===== src/rtl/multicycle_sequencer.sv =====
// Multi-cycle controller: owns PC/IR, sequences FETCH/DECODE/EXEC/MEM/WB,
// drives ALU/regfile/dmem strobes and traps hung memory accesses in FAULT.
module multicycle_sequencer #(
  parameter int PC_W    = 8,
  parameter int TIMEOUT = 15
) (
  input  logic            clk,
  input  logic            rst_n,
  input  logic            start,
  input  logic            halt_req,
  output logic            imem_req,
  output logic [PC_W-1:0] imem_addr,
  input  logic [7:0]      imem_rdata,
  input  logic            imem_ack,
  output logic            dmem_req,
  output logic            dmem_we,
  input  logic            dmem_ack,
  input  logic            alu_zero,
  output logic [7:0]      ir,
  output logic [PC_W-1:0] pc,
  output logic [2:0]      alu_control,
  output logic            alu_src,
  output logic            reg_we,
  output logic            mem_to_reg,
  output logic            link_we,
  output logic [2:0]      state,
  output logic            busy,
  output logic            fault
);

  typedef enum logic [2:0] {
    S_IDLE   = 3'd0,
    S_FETCH  = 3'd1,
    S_DECODE = 3'd2,
    S_EXEC   = 3'd3,
    S_MEM    = 3'd4,
    S_WB     = 3'd5,
    S_HALT   = 3'd6,
    S_FAULT  = 3'd7
  } state_t;

  state_t          st, st_d;
  logic [PC_W-1:0] pc_d;
  logic [7:0]      ir_d;
  logic [3:0]      wdog, wdog_d;

  logic [3:0]      op;
  logic            is_lw, is_sw, is_jal;
  logic [PC_W-1:0] br_off, br_tgt, jmp_tgt;
  logic            wd_exp;
  state_t          bnd;

  assign op     = ir[7:4];
  assign is_lw  = (op == 4'b1010);
  assign is_sw  = (op == 4'b1011);
  assign is_jal = (op == 4'b1001);

  // branch offset is 4-bit signed, relative to the already-incremented pc
  assign br_off = PC_W'($signed(ir[3:0]));
  assign br_tgt = pc + br_off;

  // absolute jumps replace only the low nibble of pc
  if (PC_W > 4) begin : g_jt
    assign jmp_tgt = {pc[PC_W-1:4], ir[3:0]};
  end else begin : g_jt4
    assign jmp_tgt = ir[3:0];
  end

  // this cycle would be the last allowed wait cycle without an ack
  assign wd_exp = (({1'b0, wdog} + 5'd1) == 5'(TIMEOUT));

  // every entry into FETCH is an instruction boundary where halt is honoured
  assign bnd = halt_req ? S_HALT : S_FETCH;

  // next-state, pc and ir update
  always_comb begin
    st_d = st;
    pc_d = pc;
    ir_d = ir;
    case (st)
      S_IDLE:   if (start) st_d = bnd;
      S_FETCH: begin
        if (imem_ack) begin
          ir_d = imem_rdata;
          pc_d = pc + PC_W'(1);
          st_d = S_DECODE;
        end else if (wd_exp) begin
          st_d = S_FAULT;
        end
      end
      S_DECODE: st_d = S_EXEC;
      S_EXEC: begin
        case (op)
          4'b1010, 4'b1011: st_d = S_MEM;
          4'b1000: begin
            pc_d = jmp_tgt;
            st_d = bnd;
          end
          4'b1100: begin
            if (alu_zero) pc_d = br_tgt;
            st_d = bnd;
          end
          4'b1101: begin
            if (!alu_zero) pc_d = br_tgt;
            st_d = bnd;
          end
          default:          st_d = S_WB;  // ALU/imm and jal
        endcase
      end
      S_MEM: begin
        if (dmem_ack)    st_d = is_sw ? bnd : S_WB;
        else if (wd_exp) st_d = S_FAULT;
      end
      S_WB: begin
        if (is_jal) pc_d = jmp_tgt;
        st_d = bnd;
      end
      S_HALT:   if (!halt_req && start) st_d = S_FETCH;
      default:  st_d = S_FAULT;  // FAULT is sticky until reset
    endcase
    // watchdog runs only while parked in a wait state; any transition clears it
    wdog_d = ((st_d == st) && ((st == S_FETCH) || (st == S_MEM))) ? wdog + 4'd1 : 4'd0;
  end

  // state, pc, ir and watchdog registers
  always_ff @(posedge clk or negedge rst_n) begin
    if (!rst_n) begin
      st   <= S_IDLE;
      pc   <= '0;
      ir   <= '0;
      wdog <= '0;
    end else begin
      st   <= st_d;
      pc   <= pc_d;
      ir   <= ir_d;
      wdog <= wdog_d;
    end
  end

  assign state       = st;
  assign imem_req    = (st == S_FETCH);
  assign imem_addr   = pc;
  assign dmem_req    = (st == S_MEM);
  assign dmem_we     = (st == S_MEM) && is_sw;
  assign alu_control = ((st == S_EXEC) || (st == S_MEM) || (st == S_WB)) ? ir[6:4] : 3'd0;
  assign alu_src     = !is_sw;
  assign reg_we      = (st == S_WB) && !is_jal;
  assign mem_to_reg  = (st == S_WB) && is_lw;
  assign link_we     = (st == S_WB) && is_jal;
  assign busy        = (st >= S_FETCH) && (st <= S_WB);
  assign fault       = (st == S_FAULT);

endmodule


===== config.mk =====
export PLATFORM = sky130hd
export DESIGN_NAME = multicycle_sequencer
export DESIGN_NICKNAME = d
export VERILOG_FILES = /design/src/rtl/multicycle_sequencer.sv
export SDC_FILE = /design/constraint.sdc
export NUM_CORES = 1
export LEC_CHECK = 0
export BUFFER_PORTS_ARGS = -buffer_cell sky130_fd_sc_hd__clkbuf_2
export CORE_MARGIN = 2
export CORE_UTILIZATION = 53
export CTS_CLUSTER_SIZE = 24
export DETAILED_ROUTE_END_ITERATION = 8
export PLACE_DENSITY = 0.83
export SETUP_SLACK_MARGIN = 0.3
export SYNTH_ARGS = -nofsm -noshare
export SYNTH_HDL_FRONTEND = slang
export SYNTH_SLANG_ARGS = --single-unit

===== constraint.sdc =====
create_clock -name clk -period 2.55 [get_ports clk]
set_clock_uncertainty 0.15 [all_clocks]
set_input_delay 0.3825 -clock clk [delete_from_list [all_inputs] [get_ports clk]]
set_output_delay 0.3825 -clock clk [all_outputs]
set_load 0.01 [all_outputs]

# Word-level counts from Yosys, hierarchy flattened

Cells that the tools add are included.

$lt $le $gt $ge: 2
Add/subtract/negate cells: 4
Mux-type cells: 17
Shift-type cells: 0
Divide/modulo/power cells: 0
Multipliers: 0
Bitwise gates (word level): 1
Reduce and logical (&&, ||, !) cells: 21
Equal/unequal tests: 22

Operators with widths:

| operator            | count |
|---|---|
| $pmux 8 s3          | 2 |
| $eq 4x4->1 const B  | 6 |
| $mux 3              | 8 |
| $mux 8              | 3 |
| $pmux 3 s7          | 1 |
| $eq 3x3->1 const B  | 4 |
| $add 8x1->8 const B | 1 |
| $add 8x8->8         | 1 |
| $mux 4              | 2 |
| $logic_and 1x1->1   | 7 |
| $reduce_and 7->1    | 1 |
| $eq 3x2->1 const B  | 2 |
| $ne 3x3->1 const B  | 2 |
| $pmux 3 s2          | 1 |
| $reduce_and 6->1    | 1 |
| $add 4x1->5 const B | 1 |
| $eq 5x4->1 const B  | 1 |
| $add 4x1->4 const B | 1 |
| $ne 2x2->1 const B  | 2 |
| $ne 4x1->1 const B  | 1 |
| $eq 3x1->1 const B  | 1 |
| $eq 3x3->1          | 1 |
| $ge 3x1->1 const B  | 1 |
| $le 3x3->1 const B  | 1 |
| 11 further kinds    | 15 |

Bits in writable memories: 0
Word-level logic and storage cells: 72
Memories kept: 0
Bits in latches: 0
Register bits: 23
Bits in read-only memories: 0

# Longest topological paths before layout

Gate-level depths: netlist (run 1).

Depth in word-level cells: 8
Mapped depth: 8

# Least setup slack after synthesis (run 1)

No wires, ideal clock.

Path kind: register to register
Start: register pc[1], in the netlist imem_addr[1]
End: register pc[7], in the netlist imem_addr[7]
Cell stages (with the launch flop): 8
Slack: 320 ps
Data arrival time: 1985 ps
Clock period less this slack: 2230 ps
Buffers on the path: 0
Cells stage by stage: dfrtp_1 -> ha_1 -> a211oi_1 -> o21bai_1 -> a2111oi_0 -> nor3_1 -> xnor2_1 -> o31ai_1

Word-level cells in the longest chain between the ends: 4

RTL lines:

| item                      | line     | text |
|---|---|---|
| from (decl)               | 20       | `output logic [PC_W-1:0] pc,` |
| from (signal assigned)    | 134      | `pc <= pc_d;` |
| $add 8x8->8               | 60       | `assign br_tgt = pc + br_off;` |
| $mux 8 (on tied branches) | 104, 100 |  |
| $pmux 8 s3                | 93       | `case (op)` |
| $pmux 8 s3 *              | 80       | `case (st)` |

Mark *: on every way between the ends. The rest lies on a longest branch, timed or not. The select of a mux whose other input is x is not followed.
A chain may end at the register's enable or synchronous reset.

# Worst setup path after layout (run 1)

Start: register st[1], in the netlist state[1]
End: register pc[3], in the netlist imem_addr[3]

Word-level cells in the longest chain between the ends: 3

RTL lines:

| item                                               | line | text |
|---|---|---|
| from (decl)                                        | 42   | `state_t st, st_d;` |
| from (signal assigned)                             | 133  | `st <= st_d;` |
| $eq 3x2->1, or another cell as far along           | 80   |  |
| $ne 4x1->1 (no line), or another cell as far along | -    |  |
| $reduce_and 6->1 (no line)                         | -    |  |

Several ways; a longest one is shown, not always the timed one.

==> metrics, run 1 <==
Routed WL per cell 15.4 um; htree depth 1; initial core utilization a little under three fifths; multiplexer share of the synthesized area under 10%; Vias 1945; Max Fanout on Critical Path 14; Synth Instances 230; EDFF count, synth 0; Synth top area share between 20% and 30%; IR drop worst, VDD slightly above 0.2 mV; Ports 54; fin crit share 88.8%; worst setup path startpoint state[1]; Crit. End Element register; status finished clean; sequential power share between 50% and 60%; pwr dens 261 mW/mm^2; initial antenna violation count 0; flop and latch count out of synthesis 23; Vias/cell 5.93; number of port buffers 53; Routed Antenna Nets 0; Synth Area in XOR/XNOR under 10%; Synth Area in Simple Gates roughly a quarter; first-pass detailed-route iteration total 4; CTS tree yes; Synth area leader dfrtp_1; Sinks on Clock Net 23; GR Util All Layers 23.8%; Root Driver clkbuf_8; hold crit path type in -> reg; Achievable Freq about 0.44 GHz; synth top area cells dfrtp_1 (28%), ha_1 (6.2%), mux2_2 (4.4%); Int Power between 0.4 and 0.5 mW; Combinational Power Share approximately 4.4%; post-synthesis async set-or-reset flop share 100%; Setup crit start kind register; r2r setup slk 0.29 ns; crit path DAT around 2.3 ns; Yosys warning total 0; clock tree buffer depth 2; die footprint about 0.0043 sq mm; hold_ws approximately 0.18 ns; Distinct cells, synth 62; ys flop type dfrtp_1; global placer's final weighted congestion about 0.93; Final Setup Violations 0; drt drc 0; Final Critical Period between 2 and 2.5 ns; Final Hold Viols 0; DRT iter0 DRCs 110; worst r2r src state[1]; Worst EP required ~2.5 ns; final cell count without fillers about 330; num rows 22; min-delay src imem_rdata[3]; clock network power share ~37%; Max-Cap Viols 0; most frequent cell after synthesis dfrtp_1; Sw Ratio ~23%; core area 0.00366 sq mm; Rel. slew slack between 50% and 60%; placed inst area ~0.0023 sq mm; Worst-path clk slew 0.09 ns; Worst Tran Pin Value between 0.6 and 0.7 ns; Total Neg Setup Slack 0 ns; largest net degree at the start of global routing 24; syn_nets 256; global-route wire length before repair approximately 8 mm; total CTS buffers 3; Post-Route WL between 5 and 6 mm; antenna cells 0; RSZ-0062 raised after global routing no; Slew Limit Fails 0; Synth Area per Inst roughly 8.8 sq um; placed cell count between 300 and 400; Mapped Area 0.00203 sq mm; Compound-Gate Fraction of Synth Area about 22%; Seq/Total Area, Yosys approximately 28%; post-DP HPWL 3.41 mm; total congestion overflow 0; adder-cell share of the synthesized area 7.15%; vias in the first global route 1757; die width 65.9 um; largest family of logic cells by synthesized area simple AND/OR/NAND/NOR gates; design area approximately 0.0024 sq mm; Nets 307; clock insertion delay at the later pin of the skew report about 0.27 ns; net switching power 0.141 mW; area delta synth->final 18.1%; layout cells sized above 1 roughly 36%; Pleak 1.10 nW; Die Span Y ~66 um; Post-synth top cells dfrtp_1 (23), nor2_1 (20), nand2_1 (16); kind of critical path reg -> reg
-- cell usage in the layout, fill, tap and decap left out, types with 2 or more instances in the layout --
cell type | synthesis | routed
o21a_1 | 2 | 2
a211oi_1 | 4 | 3
o21ai_0 | 14 | 14
mux2_2 | 8 | 8
and3_1 | 4 | 4
nor2_1 | 20 | 20
nand3_1 | 6 | 6
a221oi_1 | 2 | 2
clkbuf_8 | 1 | 3
a21o_1 | 2 | 2
nand2_1 | 16 | 16
nand2b_1 | 5 | 5
and3b_1 | 3 | 3
xnor2_1 | 5 | 5
and2_1 | 4 | 4
nand4_1 | 4 | 4
o21ai_1 | 3 | 3
nor3b_1 | 4 | 4
ha_2 | 0 | 2
o21bai_1 | 2 | 2
dfrtp_1 | 23 | 18
inv_1 | 4 | 4
clkbuf_2 | 0 | 53
dfrtp_2 | 0 | 5
ha_1 | 10 | 7
buf_4 | 9 | 10
xor2_1 | 5 | 5
a31oi_1 | 4 | 4
nor3_1 | 9 | 9
a21oi_1 | 12 | 11
nor2b_1 | 5 | 5
-- per-stage QoR --
stage / setup slack (ns) / total power, mW / util, %
finish: 0.286 / 0.625 / 65.5
global route: 0.224 / 0.652 / 65.5
CTS: 0.319 / 0.631 / 63.6
detailed placement: 0.219 / 0.397 / 61.6
global placement: 0.262 / 0.397 / 61.6
floorplan: 0.320 / 0.377 / -
-- per-layer routing --
layer | global-route usage [%] | wire length [um]
met1 | 35.0 | 2380
met2 | 36.9 | 2290
met3 | 2.39 | 251
met4 | 7.29 | 134
met5 | 0 | 0
-- layout make-up --
type | count | area (sq um)
fillers | 314 | 1260
flip-flops and latches | 23 | 582
inverters | 5 | 23.8
clock buffers | 3 | 41.3
multi-input cells | 184 | 1340
well taps | 48 | 60.1
clock inverters | 1 | 5.00
repair buffers | 64 | 350
-- worst max-delay path, stage by stage, from the launching register on --
cell and delay (ns):
dfrtp_2 0.51, buf_4 0.20, nor2b_1 0.20, a31oi_1 0.07, o22ai_1 0.21, o211ai_1 0.21
buf_4 0.21, o21ai_0 0.24, o21ai_0 0.14
-- power groups by stage --
stage               Combinational, mW  Clock (mW)  Sequential, mW
floorplan                     0.00569           0           0.372
global placement               0.0257           0           0.372
detailed placement             0.0258           0           0.372
CTS                            0.0272       0.239           0.364
global route                   0.0308       0.257           0.364
finish                         0.0272       0.234           0.364
-- logic make-up (layout without fill, tap and decap cells) --
| kind of cell | Yosys count | count (layout) |
|---|---|---|
| AO/OA/AOI/OAI | 62 | 62 |
| XOR/XNOR | 10 | 10 |
| adder cells (fa/ha/maj) | 11 | 11 |
| buffers and inverters | 23 | 73 |
| flip-flops | 23 | 23 |
| multiplexers | 9 | 9 |
| AND/OR/NAND/NOR | 92 | 92 |
-- sequential cells by signal, summed over array words and instances (netlist names) --
name,count
state,3
ir,8
wdog,4
imem_addr,8
-- worst paths after layout --
path / to / cells past startpoint
max in group asynchronous: state[1] / 2
max reg2reg: imem_addr[3] / 8
min reg2reg: wdog[0] / 1
min: ir[3] / 2
min in group asynchronous: ir[6] / 2
max: imem_addr[3] / 8
-- what timing repair did --
item / 4_1_cts / 5_1_grt
gates resized for setup: 5 / 9
setup buffers: 1 / 4
hold endpoints to repair: 23 / 0
pin swaps: 2 / 3
hold buffers: 1 / 0
setup endpoints to repair: 2 / 16
Power figures use the tool's default switching activity.
==> run 2: changes to the inputs <==
--- a/config.mk
+++ b/config.mk
@@ -7,10 +7,10 @@
 export LEC_CHECK = 0
 export BUFFER_PORTS_ARGS = -buffer_cell sky130_fd_sc_hd__clkbuf_2
 export CORE_MARGIN = 2
-export CORE_UTILIZATION = 53
+export CORE_UTILIZATION = 57
 export CTS_CLUSTER_SIZE = 24
 export DETAILED_ROUTE_END_ITERATION = 8
-export PLACE_DENSITY = 0.83
+export PLACE_DENSITY = 0.88
 export SETUP_SLACK_MARGIN = 0.3
 export SYNTH_ARGS = -nofsm -noshare
 export SYNTH_HDL_FRONTEND = slang
==> constraint.sdc (replaced) <==
create_clock -name clk -period 2.8 [get_ports clk]
set_clock_uncertainty 0.15 [all_clocks]
set_input_delay 0.42 -clock clk [delete_from_list [all_inputs] [get_ports clk]]
set_output_delay 0.42 -clock clk [all_outputs]
set_load 0.01 [all_outputs]
==> run 2 against run 1 <==
Net effect:
- sequential cell count is the same
- clock power shrank 24%
- sequential power shrank 8.8%
- via count shrank 1.5%
- hold slack lost 0.044 ns
- fmax shrank 4.2%
- core utilization grew 1.4 points
- worst setup slack gained 0.15 ns
- combinational power shrank 8.8%
==> metrics, run 2 (synthesis gave the netlist of run 1 again) <==
Final Critical Period about 2.4 ns; GR Util met3 around 3%; Worst-path clk slew 0.15 ns; worst setup path startpoint ir[7]; total congestion overflow 0; die width roughly 64 um; Post-Route WL 4.84 mm; Total Neg Setup Slack 0 ns; Setup crit start kind register; Die Span Y roughly 64 um; Rel. slew slack around 60%; CTS tree yes; design area 0.00227 sq mm; met1 usage 35.0%; min-delay src imem_rdata[2]; clock insertion delay at the later pin of the skew report around 0.34 ns; core area ~0.0034 sq mm; hold depth 2; initial core utilization between 50 and 60%; global placer's final weighted congestion between 0.8 and 0.9; status finished clean; num rows 21; Routed WL per cell around 15 um; vias in the first global route approximately 1800; post-DP HPWL about 3.5 mm; GR Util All Layers 25.2%; R2R cell count 6; largest net degree at the start of global routing 24; hold crit path type in -> reg; IR drop worst, VDD roughly 0.21 mV; Routed Antenna Nets 0; Root Driver clkbuf_4; first-pass detailed-route iteration total 5; Worst Tran Pin Value between 0.6 and 0.7 ns; number of port buffers 53; fin crit share 84.4%; Crit. End Element register; Vias 1915; most common cell after layout, fill and taps aside clkbuf_2; worst r2r src ir[7]; htree depth 1; Final Setup Violations 0; Nets between 200 and 300; Max-Cap Viols 0; drt drc 0; DRT iter0 DRCs between 90 and 100; final cell count without fillers about 320; total power 0.534 mW; global-route wire length before repair slightly above 8 mm; pwr dens around 240 mW/mm^2; crit path DAT 2.44 ns; Sinks on Clock Net 23; Vias/cell between 6 and 7; die footprint 0.00406 sq mm; placed inst area ~0.0022 sq mm; layout cells sized above 1 about 31%; kind of critical path reg -> reg; met2 Resource Use GR approximately 40%; placed cell count about 310; Achievable Freq 0.423 GHz; Worst EP required approximately 2.9 ns; RSZ-0062 raised after global routing yes; Max Fanout on Critical Path 9; initial antenna violation count 0; filler instances between 300 and 400; most frequent cells in the layout clkbuf_2 (53), dfrtp_1 (21), nor2_1 (20); area delta synth->final 11.6%; Ports 54; hold_ws around 0.14 ns; total CTS buffers 3; antenna cells 0; clock tree buffer depth 2; Slew Limit Fails 0; Pleak ~1.1 nW; Final Hold Viols 0; Most Used Layer, Global Route met2
[run 2: cell count changes in the layout (fill, tap and decap cells not counted), sizes merged]
cell | previous run | this run
buf | 10 | 1
[run 2: final timing paths]
path	endpoint	slack, ns
setup / recovery	wdog[1]	0.44
hold / removal	ir[2]	0.14
setup reg to reg	wdog[1]	0.44
hold reg to reg	wdog[0]	0.40
max in group asynchronous	state[0]	1.62
min in group asynchronous	imem_addr[3]	0.45
[run 2: worst max-delay path: stages, from the launching register on]
cell and delay [ns]:
dfrtp_1 0.44, nor2b_1 0.52, nand3_1 0.23, a221oi_2 0.35
o32ai_4 0.15, mux2i_2 0.32, nor3_1 0.09
[run 2: what timing repair did]
item                       CTS  global route
setup endpoints to repair    0             5
resized for setup            0             4
hold buffers                 1             0
buffers inserted             0             0
hold endpoints to repair    23             0
[run 2: routing by layer]
metal,routed length [um],up-vias
li1,-,921
met1,2260,902
met2,2250,81
met3,258,11
met4,70,0
met5,0,-
[run 2: through the flow]
stage               utilization [%]  setup slack [ns]
global placement               65.5             0.514
finish                         66.9             0.436
detailed placement             65.5             0.466
floorplan                         -             0.570
CTS                            66.6             0.355
global route                   66.9             0.230
[run 2: final cells by class]
| cell class | count | area [sq um] | share of cell area (%) |
|---|---|---|---|
| clock buffer | 3 | 22.5 | 0.993 |
| clock inverter | 1 | 5.00 | 0.221 |
| inverter | 5 | 23.8 | 1.05 |
| multi-input combinational | 184 | 1300 | 57.2 |
| sequential | 23 | 578 | 25.5 |
| tap | 46 | 57.6 | 2.54 |
| timing repair buffer | 55 | 283 | 12.5 |
[run 2: power breakdown]
part	internal, mW	switching [mW]	total, mW
clock	0.0539	0.123	0.177
sequential	0.332	0	0.332
combinational	0.00920	0.0156	0.0248
==> run 3: changes to the inputs <==
--- a/config.mk
+++ b/config.mk
@@ -7,10 +7,10 @@
 export LEC_CHECK = 0
 export BUFFER_PORTS_ARGS = -buffer_cell sky130_fd_sc_hd__clkbuf_2
 export CORE_MARGIN = 2
-export CORE_UTILIZATION = 57
+export CORE_UTILIZATION = 48
 export CTS_CLUSTER_SIZE = 24
 export DETAILED_ROUTE_END_ITERATION = 8
-export PLACE_DENSITY = 0.88
+export PLACE_DENSITY = 0.8
 export SETUP_SLACK_MARGIN = 0.3
 export SYNTH_ARGS = -nofsm -noshare
 export SYNTH_HDL_FRONTEND = slang
==> constraint.sdc (replaced) <==
create_clock -name clk -period 2.1 [get_ports clk]
set_clock_uncertainty 0.15 [all_clocks]
set_input_delay 0.315 -clock clk [delete_from_list [all_inputs] [get_ports clk]]
set_output_delay 0.315 -clock clk [all_outputs]
set_load 0.01 [all_outputs]
==> run 3 against run 2 <==
Net effect:
- the run now ends with negative setup slack left
- core utilization up 16 points
- critical path depth up 2
- via count up 29%
- design area up 47%
- count of clock-buffer cells in the layout unchanged
- worst setup slack worse by 0.51 ns
- hold slack worse by 0.033 ns
- register-to-register slack worse by 0.51 ns
- sequential share of layout area down 7.9 points
- fmax up 8.7%
- first-iteration DRC count rose to 3.0 times the previous value
- die area up 18%
- largest cell class unchanged
- highest routed layer unchanged
==> metrics, run 3 (synthesis gave the netlist of run 1 again) <==
Die Span Y around 69 um; r2r setup slk -0.08 ns; Total Neg Setup Slack -0.0920 ns; hold crit path type in -> reg; R2R cell count 8; Max-Cap Viols 0; Final Hold Viols 0; Final Critical Period between 2 and 2.5 ns; clock tree buffer depth 2; kind of critical path reg -> reg; hold_ws roughly 0.11 ns; die width around 69 um; CP peak stage delay ~0.45 ns; number of port buffers 53; Rel. slew slack around 60%; Crit. End Element register; global-route wire length before repair 11.3 mm; reg2reg end imem_addr[6]; RSZ-0062 raised after global routing yes; IR drop worst, VDD between 0.2 and 0.3 mV; layout cells sized above 1 between 60% and 70%; Achievable Freq around 0.46 GHz; post-route worst setup slack -0.0752 ns; most frequent cells in the layout clkbuf_2 (42), buf_4 (40), buf_6 (26); DRT iter0 DRCs about 290; CTS tree yes; failing checks negative setup slack; Vias/cell about 6.4; critical path depth 8; vias in the first global route approximately 2300; largest net degree at the start of global routing 24; worst r2r src imem_addr[0]; status finished, violations left; Buf+Inv Stages, Crit Path 0; Setup crit start kind register; Nets approximately 360; Place WS roughly 0.0074 ns; Sinks on Clock Net 23; clock insertion delay at the later pin of the skew report between 0.2 and 0.3 ns; Worst EP required 2.11 ns; initial antenna violation count 0; Critical Path Sink imem_addr[6]; most common cell after layout, fill and taps aside clkbuf_2; num rows 23; global placer's final weighted congestion just over 0.9; Ports between 50 and 60; Vias around 2500; Pleak 1.51 nW; total power approximately 0.78 mW; post-DP HPWL roughly 4.0 mm; Final Setup Violations 4; drt drc 0; placed cell count 336; Util after Layout 82.7%; Worst-path clk slew roughly 0.10 ns; die footprint 0.00477 sq mm; design area 0.00333 sq mm; Worst Tran Pin Value approximately 0.61 ns; Routed WL per cell 22.0 um; GR Util All Layers roughly 30%; htree depth 1; CP Cell Sequence ha_4 -> fa_2 -> a211oi_2 -> o21bai_1 -> a21oi_1 -> xnor2_1 -> a21oi_1 -> o21ai_1; worst setup path startpoint imem_addr[0]; Max Fanout on Critical Path 3; Post-Route WL about 8.4 mm; Root Driver clkbuf_8; Routed Antenna Nets 0; crit path DAT between 2 and 2.5 ns; core area between 0.004 and 0.005 sq mm; family with the most delay on the worst path compound AO/OA/AOI/OAI gates; final cell count without fillers around 380; CP max stage cell dfrtp_2; total CTS buffers 3; initial core utilization about half; area delta synth->final 64.1%; total congestion overflow 0; fin crit share 104%; Slew Limit Fails 0; antenna cells 0; placed inst area roughly 0.0025 sq mm; pwr dens approximately 240 mW/mm^2; first-pass detailed-route iteration total 5; Crit path top cell by count a21oi_1
-- run 3: cell types whose count changed in the layout (fill, tap and decap cells not counted), moves of 6 or more --
cell / change
mux2_4: +8
nand2_1: -6
mux2_2: -8
buf_4: +39
dfrtp_1: -7
o21ai_0: -7
clkbuf_2: -11
buf_6: +26
dfrtp_2: +7
-- run 3: worst min-delay path by stage --
stage	start	to	slack, ns	depth (start not counted)
after global routing	imem_rdata[4]	ir[4]	0.11	2
after detailed placement	rst_n	ir[5]	0.21	1
after CTS	imem_rdata[4]	ir[4]	0.12	2
after floorplan	rst_n	imem_addr[0]	-0.13	0
final	imem_rdata[4]	ir[4]	0.11	2
after global placement	rst_n	ir[7]	0.20	1
-- run 3: metal layers --
layer	global-route usage, %	vias up	part of all wire, %
li1	-	1043	-
met1	36.1	1178	37
met2	50.6	210	48
met3	5.26	41	9.7
met4	12.6	0	4.9
met5	0	-	0
-- run 3: final cells by class --
type                    count  area (sq um)
multi-input cells         184          1700
clock buffers               3          41.3
clock inverters             1          5.00
flip-flops and latches     23           587
inverters                   5          26.3
repair buffers            118           907
fillers                   198           696
well taps                  50          62.6
-- run 3: power breakdown --
group          internal [mW]  switching, mW  total, mW
clock                  0.133          0.171      0.304
sequential             0.442              0      0.442
combinational         0.0130         0.0243     0.0373
total                  0.589          0.195      0.784
-- run 3: what timing repair did --
item                                    4_1_cts  5_1_grt
buffers inserted                             26       17
hold endpoints to repair                     23        0
pin swaps                                    17       23
endpoints found under the setup margin       30       32
gates resized for setup                      70       61
hold buffers                                  1        0
